`src/rtl/alu_pkg.sv`:
```
// Shared definitions for the ALU command sequencer: opcodes, FSM states,
// result-flag bit positions and small decode helpers.
package alu_pkg;

    localparam int WIDTH_FIXED = 32;

    localparam logic [3:0] OP_AND = 4'b0000;
    localparam logic [3:0] OP_ADD = 4'b0110;
    localparam logic [3:0] OP_SUB = 4'b0111;
    localparam logic [3:0] OP_MUL = 4'b1001;
    localparam logic [3:0] OP_ASR = 4'b1101;
    localparam logic [3:0] OP_ILL_E = 4'b1110;
    localparam logic [3:0] OP_ILL_F = 4'b1111;

    localparam int FLG_C = 3;
    localparam int FLG_N = 2;
    localparam int FLG_Z = 1;
    localparam int FLG_V = 0;

    typedef enum logic [1:0] {
        IDLE = 2'd0,
        EXEC = 2'd1,
        MUL  = 2'd2,
        HOLD = 2'd3
    } state_t;

    function automatic logic is_illegal(input logic [3:0] sel);
        return (sel == OP_ILL_E) || (sel == OP_ILL_F);
    endfunction

    // Illegal codes skip execution entirely and present an error result at once.
    function automatic state_t dispatch(input logic [3:0] sel);
        if (sel == OP_MUL)
            return MUL;
        else if (is_illegal(sel))
            return HOLD;
        else
            return EXEC;
    endfunction

    function automatic logic [3:0] pack_flags(input logic c, input logic n,
                                              input logic z, input logic v);
        logic [3:0] f;
        f        = '0;
        f[FLG_C] = c;
        f[FLG_N] = n;
        f[FLG_Z] = z;
        f[FLG_V] = v;
        return f;
    endfunction

endpackage

```
`src/rtl/mul_shift_add.sv`:
```
// Iterative unsigned shift-add multiplier. The first iteration runs on the
// start edge, so the final product is ready MUL_CYCLES-1 edges later.
module mul_shift_add #(
    parameter int WIDTH      = 32,
    parameter int MUL_CYCLES = 32
) (
    input  logic                 clk,
    input  logic                 rst,
    input  logic                 start,
    input  logic [WIDTH-1:0]     a,
    input  logic [WIDTH-1:0]     b,
    output logic                 done,
    output logic [2*WIDTH-1:0]   product
);

    logic [WIDTH-1:0] mcand;
    logic [5:0]       count;
    logic             busy;

    // One step: conditionally add the multiplicand into the upper half, then
    // shift the whole register right, keeping the add carry as the new MSB.
    function automatic logic [2*WIDTH-1:0] step(input logic [2*WIDTH-1:0] p,
                                                input logic [WIDTH-1:0]   m);
        logic [WIDTH:0] sum;
        sum = {1'b0, p[2*WIDTH-1:WIDTH]} + (p[0] ? {1'b0, m} : {(WIDTH+1){1'b0}});
        return {sum, p[WIDTH-1:1]};
    endfunction

    // NOTE: synchronous reset lives inside the clocked block; every register
    // here is plain state (no memory arrays), so all of it is reset.
    always_ff @(posedge clk) begin
        if (rst) begin
            mcand   <= '0;
            count   <= '0;
            busy    <= 1'b0;
            done    <= 1'b0;
            product <= '0;
        end else begin
            done <= 1'b0;
            if (start) begin
                mcand   <= a;
                product <= step({{WIDTH{1'b0}}, b}, a);
                count   <= 6'd1;
                busy    <= 1'b1;
            end else if (busy) begin
                product <= step(product, mcand);
                if (count == 6'(MUL_CYCLES - 1)) begin
                    busy  <= 1'b0;
                    count <= '0;
                    done  <= 1'b1;
                end else begin
                    count <= count + 6'd1;
                end
            end
        end
    end

endmodule

```
`src/rtl/alu_cmd_sequencer.sv`:
```
// Command sequencer around an external combinational 32-bit ALU: registers
// commands onto the ALU pins, captures results, and runs MUL iteratively.
module alu_cmd_sequencer
    import alu_pkg::*;
#(
    parameter int WIDTH      = 32,
    parameter int MUL_CYCLES = 32
) (
    input  logic             clk,
    input  logic             rst,

    input  logic             cmd_valid,
    output logic             cmd_ready,
    input  logic [3:0]       cmd_sel,
    input  logic [WIDTH-1:0] cmd_a,
    input  logic [WIDTH-1:0] cmd_b,
    input  logic             cmd_cin,

    output logic [WIDTH-1:0] alu_a,
    output logic [WIDTH-1:0] alu_b,
    output logic [3:0]       alu_sel,
    output logic             alu_cin,
    input  logic [WIDTH-1:0] alu_y,
    input  logic             alu_cout,
    input  logic             alu_neg,
    input  logic             alu_zero,
    input  logic             alu_ovf,

    output logic             res_valid,
    input  logic             res_ready,
    output logic [WIDTH-1:0] res_y,
    output logic [3:0]       res_flags,
    output logic             res_err
);

    state_t             state;
    logic               accept;
    logic               mul_start;
    logic               mul_done;
    logic [2*WIDTH-1:0] mul_product;

    // A held result frees the command port only on the edge it is consumed.
    assign cmd_ready = (state == IDLE) || ((state == HOLD) && res_ready);
    assign accept    = cmd_valid && cmd_ready;
    assign mul_start = accept && (cmd_sel == OP_MUL);

    mul_shift_add #(
        .WIDTH      (WIDTH),
        .MUL_CYCLES (MUL_CYCLES)
    ) u_mul (
        .clk     (clk),
        .rst     (rst),
        .start   (mul_start),
        .a       (cmd_a),
        .b       (cmd_b),
        .done    (mul_done),
        .product (mul_product)
    );

    // NOTE: all sequential state uses non-blocking assignments so every
    // register samples the pre-edge values regardless of statement order.
    always_ff @(posedge clk) begin
        if (rst) begin
            state     <= IDLE;
            alu_a     <= '0;
            alu_b     <= '0;
            alu_sel   <= '0;
            alu_cin   <= 1'b0;
            res_valid <= 1'b0;
            res_y     <= '0;
            res_flags <= '0;
            res_err   <= 1'b0;
        end else begin
            if (accept) begin
                alu_a   <= cmd_a;
                alu_b   <= cmd_b;
                alu_sel <= cmd_sel;
                alu_cin <= cmd_cin;
            end

            case (state)
                IDLE, HOLD: begin
                    if (accept) begin
                        state <= dispatch(cmd_sel);
                        if (is_illegal(cmd_sel)) begin
                            res_valid <= 1'b1;
                            res_y     <= '0;
                            res_flags <= '0;
                            res_err   <= 1'b1;
                        end else begin
                            res_valid <= 1'b0;
                        end
                    end else if ((state == HOLD) && res_ready) begin
                        state     <= IDLE;
                        res_valid <= 1'b0;
                    end
                end

                EXEC: begin
                    res_y     <= alu_y;
                    res_flags <= pack_flags(alu_cout, alu_neg, alu_zero, alu_ovf);
                    res_err   <= 1'b0;
                    res_valid <= 1'b1;
                    state     <= HOLD;
                end

                MUL: begin
                    if (mul_done) begin
                        res_y     <= mul_product[WIDTH-1:0];
                        res_flags <= pack_flags(|mul_product[2*WIDTH-1:WIDTH], 1'b0,
                                                mul_product[WIDTH-1:0] == '0, 1'b0);
                        res_err   <= 1'b0;
                        res_valid <= 1'b1;
                        state     <= HOLD;
                    end
                end

                default: state <= IDLE;
            endcase
        end
    end

endmodule

```
`config.mk`:
```
export PLATFORM = sky130hd
export DESIGN_NAME = alu_cmd_sequencer
export DESIGN_NICKNAME = d
export VERILOG_FILES = /design/src/rtl/alu_pkg.sv /design/src/rtl/mul_shift_add.sv /design/src/rtl/alu_cmd_sequencer.sv
export SDC_FILE = /design/constraint.sdc
export NUM_CORES = 1
export LEC_CHECK = 0
export CORE_ASPECT_RATIO = 2
export CORE_MARGIN = 5
export CORE_UTILIZATION = 45
export CTS_BUF_LIST = sky130_fd_sc_hd__clkbuf_4
export CTS_CLUSTER_SIZE = 10
export DETAILED_ROUTE_END_ITERATION = 6
export PLACE_DENSITY = 0.86
export SYNTH_ARGS = -nofsm -noshare
export SYNTH_HDL_FRONTEND = slang
export SYNTH_SLANG_ARGS = --single-unit
```
`constraint.sdc`:
```
create_clock -name clk -period 2.75 [get_ports clk]
set_input_delay 0.4125 -clock clk [delete_from_list [all_inputs] [get_ports clk]]
set_output_delay 0.4125 -clock clk [all_outputs]
set_load 0.03 [all_outputs]
```
==> summary.txt <==
Run status
  • Status: finished clean

Global route
  • All-Layer GR Usage: 26.7%
  • Antenna violations before repair: 2
  • Vias in the first global route: 10.8k
  • First-pass GRT wire length: 55000 um
  • Largest net degree at the start of global routing: 77
  • Remaining global-route overflow: 0

Synth
  • Xor/xnor share of the synthesized area: 1.72%
  • Proportion of synthesized area in mux cells: 3.75%
  • Number of enable flip-flop cells after synthesis: 0
  • Main combinational cell family by area after synthesis: compound AO/OA/AOI/OAI gates
  • Top cells by area, synth: dfxtp_1 (42%), nand2_1 (9.1%), a21oi_1 (7.3%)
  • Simple-gate area share of the yosys netlist: 21.9%
  • Largest area contributor in the netlist: dfxtp_1
  • Async set-or-reset flop fraction in the synthesized netlist: 0%
  • Synthesized net count: 1404
  • Predominant post-synthesis flop cell: dfxtp_1
  • Total number of yosys warnings: 0
  • Synth unique cells: 57
  • FF+latch count, synth: 213
  • Share of the yosys chip area belonging to registers: 41.8%
  • Syn_area_per_cell: 8.11 um^2
  • Cell area after synthesis: 0.0102 mm^2
  • Share of the synthesized area in the top cell type: 41.8%
  • Compound-Gate Fraction of Synth Area: 22.2%
  • Cells after synthesis: 1257
  • Synthesized-area fraction occupied by adder cells: 4.74%

Setup path
  • Buf/Inv on CP: 2
  • CP max stage delay: 0.41 ns
  • CP endpoint kind: flop
  • CP max-delay cell: a221o_1
  • Critical-path maximum fanout: 7
  • Crit path max-delay family: simple AND/OR/NAND/NOR gates
  • Crit-path cells: buf_6 > buf_8 > and2_4 > ha_4 > a21o_1 > a221o_1 > and3_4 > nor3_4 > nor2_4 > or3_1 > a31o_1
  • Critical path class: reg2reg
  • Worst Path Required: 3.30 ns
  • CP startpoint kind: flop
  • Critical path arrival: 3.26 ns

Power
  • PD cells: 593 mW/mm^2
  • LEAKAGE: 0.00546 uW
  • Max VDD drop: 362 uV

Timing
  • Relative slew slack: 44.8%
  • Clock skew: 0.0385 ns
  • Final setup fails: 0
  • Fin crit period: 2.71 ns
  • Worst slew pin tran: 0.827 ns
  • Worst Slack Setup Final: 0.0415 ns
  • Fmax: 369 MHz
  • RSZ-0062 raised after global routing: true
  • Slew Limit Fails: 0
  • Final hold vios: 0
  • Setup TNS: 0 ns
  • Fin crit share: 98.5%

Clock tree
  • Total clock buffers created by CTS: 50
  • CTS tree: done
  • Clock Latency Late Sink: 0.68 ns
  • Clock-pin slew on the worst setup and hold paths: 0.08 ns
  • Clk sinks: 213
  • Post-CTS Hold Buffers: 0
  • Htree depth: 2
  • CTS root buffer: clkbuf_4
  • Clock buffer depth: 3

Die
  • Chip Height: 223 um
  • Initial Utilization: 45.2%
  • Die X: 116 um
  • Die ar.: 0.0260 mm^2
  • Std cell rows: 78
  • Num ports: 217
  • Area of the core: 0.0225 mm^2

Placement
  • Placed cell areas: 0.0132 mm^2
  • DP HPWL: 25900 um
  • Placer congestion estimate: 0.985
  • Placed Cells: 1760
  • Place WS: -0.178 ns
  • PortBufs: 216

Drt
  • Uppermost routed layer: met4
  • Detailed-route via count: 10.9k
  • Iter 0 DRT Violations: 976
  • Vias/cell: 5.86
  • Routed wl met3: 1880 um
  • Drc violations: 0
  • Met2 routed WL: 19900 um
  • DRT met1 WL: 11800 um
  • WL/cell: 19.4 um
  • Wirelength, routed: 35900 um
  • Routed Antenna Nets: 0
  • Pre-Repair DR Iteration Count: 6

Final layout
  • Final non-filler cell total: 1856
  • Core Util, Final: 62.5%
  • Final instance area: 0.0141 mm^2
  • Share of cells above drive strength 1: 15.1%
  • Nets: 1686
  • Area growth syn-to-layout: 38.1%

Min path
  • Min-Delay Path Class: in2reg

Flow run
  • Max cap viols: 0
==> flip-flops by register name, summed over array words and instances, names as in the netlist <==
register       cells
u_mul.product     64
res_valid          1
u_mul.count        6
alu_b             32
state              2
res_flags          4
u_mul.done         1
res_y             32
alu_a             32
u_mul.mcand       32
res_err            1
alu_sel            4
alu_cin            1
u_mul.busy         1
==> synth_stat cells, drive strengths merged (19+ instances only) <==
master,count
a222oi,32
nor2,104
nand2,246
dfxtp,213
mux2i,36
ha,37
a21oi,148
a21o,22
clkbuf,79
a22oi,19
o21ai,25
a211oi,39
and2,36
nand3,23
==> power by group <==
| part | leakage, uW | switching [uW] | internal (uW) | total, uW |
|---|---|---|---|---|
| Clock | 0.000364 | 1290 | 1210 | 2500 |
| Combinational | 0.00336 | 1430 | 907 | 2340 |
| Sequential | 0.00173 | 160 | 3360 | 3510 |
| Total | 0.00546 | 2880 | 5480 | 8360 |
==> cell type report <==
cell class | instances | area [um^2]
Fill cell | 1918 | 8460
Multi-Input combinational cell | 942 | 5790
Sequential cell | 213 | 4270
Timing Repair Buffer | 324 | 3030
Clock buffer | 73 | 548
Tap cell | 280 | 350
Clock inverter | 14 | 58.8
Inverter | 8 | 30.0
Antenna cell | 2 | 5.00
==> per-layer routing <==
| layer | vias up | GRT usage, % |
|---|---|---|
| li1 | 5109 | - |
| met5 | - | 0 |
| met1 | 5196 | 24.9 |
| met3 | 143 | 3.56 |
| met2 | 426 | 51.1 |
| met4 | 0 | 17.7 |
==> worst paths after layout <==
| kind | startpoint | to | slack (ns) | cells past startpoint |
|---|---|---|---|---|
| min | rst | alu_a[15]$_SDFFE_PP0P_ | 0.18 | 2 |
| max reg2reg | u_mul.product[0]$_SDFFE_PP0P_ | u_mul.product[53]$_SDFFE_PP0P_ | 0.04 | 11 |
| min reg2reg | u_mul.mcand[17]$_SDFFE_PP0P_ | u_mul.mcand[17]$_SDFFE_PP0P_ | 0.45 | 2 |
| max | u_mul.product[0]$_SDFFE_PP0P_ | u_mul.product[53]$_SDFFE_PP0P_ | 0.04 | 11 |
==> cells by family after synthesis <==
group,Yosys count
AO/OA/AOI/OAI,346
XOR/XNOR,20
adder cells (fa/ha/maj),38
buffers and inverters,102
flip-flops,213
multiplexers,38
AND/OR/NAND/NOR,500
==> layout by cell type, fill, tap and decap left out, types with 5 or more instances in the layout <==
cell,instances
clkinv_1,10
a222oi_1,32
inv_1,8
dfxtp_1,211
nor2_1,103
mux2i_1,36
o21a_1,6
and3_1,10
nor3_1,15
a21o_1,22
nand2_1,243
or3_1,8
buf_4,102
nand3_1,23
a21oi_1,138
ha_1,28
clkdlybuf4s50_1,215
o21ai_1,5
a21oi_2,9
a22oi_1,19
xnor2_1,10
ha_4,9
a211oi_1,39
nor4_1,17
o22ai_1,10
a31oi_1,10
nand2b_1,9
xor2_1,10
o21ai_0,19
clkbuf_4,73
and2_1,31
nand4_1,14
==> per-stage QoR <==
step	hold WS, ns	total power, uW
after floorplan	0.432	4880
after global placement	0.437	5860
after detailed placement	0.445	5920
after CTS	0.154	8430
after global routing	0.198	8770
final	0.178	8360
==> what timing repair did <==
item,CTS,global route
resized for setup,18,30
pin swaps,10,15
endpoints found under the setup margin,14,19
gates cloned,0,1
buffers inserted,3,3
Power figures use the tool's default switching activity.
